--- config.mk ---
export PLATFORM = sky130hd
export DESIGN_NAME = chan_readout_sequencer
export DESIGN_NICKNAME = d
export VERILOG_FILES = /design/src/rtl/chan_readout_sequencer.sv
export SDC_FILE = /design/constraint.sdc
export NUM_CORES = 1
export LEC_CHECK = 0
export CELL_PAD_IN_SITES_DETAIL_PLACEMENT = 1
export CELL_PAD_IN_SITES_GLOBAL_PLACEMENT = 1
export CORE_MARGIN = 4
export CORE_UTILIZATION = 38
export CTS_BUF_LIST = sky130_fd_sc_hd__clkbuf_4
export CTS_CLUSTER_SIZE = 28
export DETAILED_ROUTE_END_ITERATION = 8
export PLACE_DENSITY_LB_ADDON = 0.1
export SLEW_MARGIN = 20
export SYNTH_ARGS = -nofsm -noshare
export SYNTH_HDL_FRONTEND = slang
export SYNTH_SLANG_ARGS = --single-unit
--- constraint.sdc ---
create_clock -name sclk -period 2.5 [get_ports sclk]
set_input_delay 0.25 -clock sclk [delete_from_list [all_inputs] [get_ports sclk]]
set_output_delay 0.25 -clock sclk [all_outputs]
set_load 0.005 [all_outputs]
--- src/rtl/chan_readout_sequencer.sv ---
// Serial readout sequencer: walks enabled channels and their counter registers through the
// serial-out mux. Optional per-channel header frame enabled by READOUT_HEADER_EN.
module chan_readout_sequencer #(
    parameter int unsigned NUM_CH        = 8,
    parameter int unsigned NUM_REG       = 5,
    parameter int unsigned REG_BITS      = 10,
    parameter int unsigned SETTLE_CYCLES = 1
) (
    input  logic              sclk,
    input  logic              rstn,
    input  logic              start,
    input  logic              abort,
    input  logic [NUM_CH-1:0] channel_mask,
    output logic              busy,
    output logic              done,
    output logic [NUM_CH-1:0] mux_control_signal,
    output logic [2:0]        select_reg,
    output logic [NUM_CH-1:0] load_cnt_ser,
    output logic              frame_valid,
    output logic [3:0]        bit_index,
    output logic              header_valid,
    output logic              header_bit
);

    localparam int unsigned ChW = (NUM_CH > 1) ? $clog2(NUM_CH) : 1;

    typedef enum logic [2:0] {
        StIdle,
        StSeek,
        StLoad,
        StSettle,
        StShift,
`ifdef READOUT_HEADER_EN
        StHeader,
`endif
        StDone
    } state_e;

    state_e            state_q, state_d;
    logic [NUM_CH-1:0] work_q, work_d;
    logic [ChW-1:0]    ch_q, ch_d, seek_ch;
    logic [2:0]        reg_q, reg_d;
    logic [3:0]        cnt_q, cnt_d;
    logic [NUM_CH-1:0] ch_onehot, seek_onehot, remain;
`ifdef READOUT_HEADER_EN
    logic [3:0]        hdr;
`endif

    // Lowest-indexed channel still pending in the working mask.
    always_comb begin
        seek_ch = '0;
        for (int i = NUM_CH - 1; i >= 0; i--) begin
            if (work_q[i]) seek_ch = ChW'(i);
        end
    end

    assign ch_onehot   = NUM_CH'(1) << ch_q;
    assign seek_onehot = NUM_CH'(1) << seek_ch;
    assign remain      = work_q & ~ch_onehot;

    always_ff @(posedge sclk or negedge rstn) begin
        if (!rstn) begin
            state_q <= StIdle;
            work_q  <= '0;
            ch_q    <= '0;
            reg_q   <= '0;
            cnt_q   <= '0;
        end else begin
            state_q <= state_d;
            work_q  <= work_d;
            ch_q    <= ch_d;
            reg_q   <= reg_d;
            cnt_q   <= cnt_d;
        end
    end

    always_comb begin
        state_d = state_q;
        work_d  = work_q;
        ch_d    = ch_q;
        reg_d   = reg_q;
        cnt_d   = cnt_q;
        if (abort) begin
            state_d = StIdle;
            work_d  = '0;
            ch_d    = '0;
            reg_d   = '0;
            cnt_d   = '0;
        end else begin
            case (state_q)
                StIdle: begin
                    if (start) begin
                        if (|channel_mask) begin
                            work_d  = channel_mask;
                            state_d = StSeek;
                        end else begin
                            state_d = StDone;
                        end
                    end
                end
                StSeek: begin
                    ch_d  = seek_ch;
                    reg_d = '0;
                    cnt_d = '0;
`ifdef READOUT_HEADER_EN
                    state_d = StHeader;
`else
                    state_d = StLoad;
`endif
                end
`ifdef READOUT_HEADER_EN
                StHeader: begin
                    if (cnt_q == 4'd3) begin
                        cnt_d   = '0;
                        state_d = StLoad;
                    end else begin
                        cnt_d = cnt_q + 4'd1;
                    end
                end
`endif
                StLoad: begin
                    cnt_d   = '0;
                    state_d = (SETTLE_CYCLES == 0) ? StShift : StSettle;
                end
                StSettle: begin
                    if (cnt_q == 4'(SETTLE_CYCLES - 1)) begin
                        cnt_d   = '0;
                        state_d = StShift;
                    end else begin
                        cnt_d = cnt_q + 4'd1;
                    end
                end
                StShift: begin
                    // Last shift bit also performs the register/channel advance.
                    if (cnt_q == 4'(REG_BITS - 1)) begin
                        cnt_d = '0;
                        if (reg_q != 3'(NUM_REG - 1)) begin
                            reg_d   = reg_q + 3'd1;
                            state_d = StLoad;
                        end else begin
                            reg_d   = '0;
                            work_d  = remain;
                            state_d = (|remain) ? StSeek : StDone;
                        end
                    end else begin
                        cnt_d = cnt_q + 4'd1;
                    end
                end
                StDone: begin
                    state_d = StIdle;
                    work_d  = '0;
                    ch_d    = '0;
                end
                default: state_d = StIdle;
            endcase
        end
    end

`ifdef READOUT_HEADER_EN
    assign hdr = {1'b1, 3'(ch_q)};
`endif

    always_comb begin
        busy               = 1'b0;
        done               = 1'b0;
        mux_control_signal = '0;
        select_reg         = '0;
        load_cnt_ser       = '0;
        frame_valid        = 1'b0;
        bit_index          = '0;
        header_valid       = 1'b0;
        header_bit         = 1'b0;
        case (state_q)
            StSeek: begin
                busy               = 1'b1;
                mux_control_signal = seek_onehot;
            end
`ifdef READOUT_HEADER_EN
            StHeader: begin
                busy               = 1'b1;
                mux_control_signal = ch_onehot;
                header_valid       = 1'b1;
                header_bit         = hdr[2'd3 - cnt_q[1:0]];
            end
`endif
            StLoad: begin
                busy               = 1'b1;
                mux_control_signal = ch_onehot;
                select_reg         = reg_q;
                load_cnt_ser       = ch_onehot;
            end
            StSettle: begin
                busy               = 1'b1;
                mux_control_signal = ch_onehot;
                select_reg         = reg_q;
            end
            StShift: begin
                busy               = 1'b1;
                mux_control_signal = ch_onehot;
                select_reg         = reg_q;
                frame_valid        = 1'b1;
                bit_index          = cnt_q;
            end
            StDone: done = 1'b1;
            default: ;
        endcase
    end

endmodule
==> flow_metrics.tcl <==
set metrics [dict create \
    cts_root_buf "clkbuf_4" \
    status "finished clean" \
    synth-async-reset-ratio 1.00 \
    drtIter0Drc 131 \
    clkTransAtPathRegs_ns 0.13 \
    num_vias 1857 \
    tritoncts "done" \
    dieArea_um2 5870 \
    hold_class "primary input to asynchronous set/reset pin" \
    worstSkewPairLatency_ns 0.31 \
    grt_pass1_wl_um 9840 \
    hold_viol 0 \
    n_antenna_cell 0 \
    rows 24 \
    nets 281 \
    final_util 0.526 \
    worstPathRequired_ns 2.25 \
    p_leak_nw 0.950 \
    synth-seq-cells 21 \
    ant_nets 0 \
    powerDensity_nw_per_um2 374 \
    worst-r2r-setup-slack_ns 0.36 \
    ys.flop_type "dfrtp_1" \
    drc 0 \
    first_global_vias 1915 \
    placement.cell_area_um2 2240 \
    numCtsBuffers 3 \
    path_cells "or3b_2 -> o22ai_1 -> clkdlybuf4s50_1" \
    final_area_um2 2340 \
    synth_area_um2 1790 \
    met2_usage 0.321 \
    ys_warn_count 0 \
    initial_core_util 0.402 \
    seq_area_um2 528 \
    die_width_um 76.6 \
    synth_cells 220 \
    yosys.area.top_type "dfrtp_1" \
    coreArea_um2 4440 \
    wire_per_inst_um 18.8 \
    synth_most_common_cell "nor2_1" \
    synth_cell_type_count 57 \
    use_met1 0.296 \
    final.period_utilization 0.968 \
    finalSetupViolCount 0 \
    vias_per_cell 5.90 \
    rr_startpoint "ch_q[2]" \
    synth.area.top_cells "dfrtp_1 29%, nor2_1 6.3%, a32o_1 5.0%" \
    dr.pass1.iters 4 \
    numClockSinks 21 \
    io_pins 40 \
    drv_slew 0 \
    drive_gt1_frac 0.179 \
    grt_max_degree 22 \
    fin_ws_ns 0.0796 \
    synth_top_area_share 0.294 \
    r2r_end "state_q[2]" \
    track_usage 0.205 \
    ys_top_cells_by_count "30 x nor2_1, 21 x dfrtp_1, 17 x nand2_1, 10 x a21oi_1" \
    path_class "flop to output pin" \
    grt_antenna_before_repair 0 \
    wirelength_um 5920 \
    cp_max_fo 15 \
    setup.worst_path.end_class "output pin" \
    dp_hpwl_um 4550 \
    multi_input_area_um2 1150 \
    place_congestion 0.834 \
    grtUsageMet3 0.0307 \
    portBuffers 37 \
    min_period_ns 2.42 \
    grt_overflow 0 \
    syn_avg_cell_area_um2 8.13 \
    ys_seq_area_frac 0.294 \
    cp-start-kind "flop" \
    cpPeakStageDelay_ns 0.61 \
    cp.arrival_ns 2.17 \
    clock_path_buffers 2 \
    die_y_um 76.6 \
    htree_num_levels 1 \
    n_fill_cell 553 \
    maxCapViolCount 0 \
    ir_worst_vdd_v 0.000247 \
    area_delta_synth_final_pct 30.7 \
    cpMaxStageDelayCell "dfrtp_1" \
    rr_worst_depth 4 \
    place_ws_ns 0.262 \
    synth-edff-count 0 \
    fmax_mhz 413 \
    finClkSkew_ns 0.00185 \
    globalRoute.busiestLayer "met2" \
]
## layer usage
| layer | up-vias | wire [µm] |
|---|---|---|
| li1 | 893 | - |
| met1 | 907 | 2900 |
| met2 | 51 | 2650 |
| met3 | 6 | 315 |
| met4 | 0 | 50 |
| met5 | - | 0 |
## cell usage in the layout (no fill, tap or decap), drive strengths merged, types with 8 or more instances in the layout
cell | netlist | layout
a32o | 9 | 9
a21oi | 10 | 10
clkdlybuf4s50 | 0 | 34
dfrtp | 21 | 21
o211ai | 9 | 9
nor2 | 31 | 31
nand2 | 17 | 17
inv | 10 | 10
buf | 11 | 20
nor2b | 9 | 9
nand3 | 8 | 8
## logic make-up (layout without fill, tap and decap cells)
kind of cell | after synthesis | after routing | share of synthesized area
multiplexers | 1 | 1 | 0.00560
flip-flops | 21 | 21 | 0.294
AO/OA/AOI/OAI | 61 | 61 | 0.266
adder cells (fa/ha/maj) | 5 | 5 | 0.0350
buffers and inverters | 29 | 71 | 0.0791
other | 1 | 2 | 0.00210
AND/OR/NAND/NOR | 102 | 102 | 0.318
## per-stage QoR
| stage | TNS [ns] | hold WS [ns] | cells | power, mW |
|---|---|---|---|---|
| after global placement | 0 | 0.559 | 306 | 0.676 |
| after CTS | 0 | 0.278 | 314 | 0.867 |
| final | 0 | 0.272 | 315 | 0.874 |
| after floorplan | 0 | -0.0456 | 221 | 0.565 |
| after global routing | -0.00520 | 0.279 | 315 | 0.933 |
| after detailed placement | 0 | 0.564 | 306 | 0.678 |
## flip-flops by register name, indices dropped and copies added (netlist names)
signal and cells:
work_q 8, state_q 3, ch_q 3, cnt_q 4, reg_q 3
## repair_timing
action                     in CTS  in global routing
hold buffers                    0                  0
pin swaps                       0                  2
setup endpoints to repair       8                 15
buffers inserted                4                  1
resized for setup               4                 10
## critical path: cells and delay by family, from the launching register on
family | cells | cell delay (ns)
AO/OA/AOI/OAI | 1 | 0.18
buffers and inverters | 1 | 0.52
AND/OR/NAND/NOR | 1 | 0.55
flip-flops | 1 | 0.61
## power breakdown
| part | switching, mW | internal [mW] | total [mW] |
|---|---|---|---|
| combinational | 0.167 | 0.145 | 0.312 |
| sequential | 0.0281 | 0.357 | 0.385 |
| clock | 0.118 | 0.0597 | 0.178 |
## area by class of cell
cell class              instances  area share
repair buffers                 57       0.226
inverters                      10      0.0161
clock inverters                 1     0.00214
clock buffers                   3     0.00964
well taps                      52      0.0278
multi-input cells             171       0.493
flip-flops and latches         21       0.226
## worst max path at each step
stage,start,slack [ns],depth (start not counted),end
6_report,ch_q[0],0.08,3,mux_control_signal[1]
2_1_floorplan,reg_q[0],0.71,6,work_q[7]
4_1_cts,state_q[1],0.01,5,mux_control_signal[4]
5_1_grt,work_q[6],-0.005,6,mux_control_signal[6]
3_3_place_gp,state_q[2],0.31,5,mux_control_signal[4]
3_5_place_dp,state_q[2],0.26,5,mux_control_signal[4]
No activity file was read; power rests on OpenSTA's default activity.
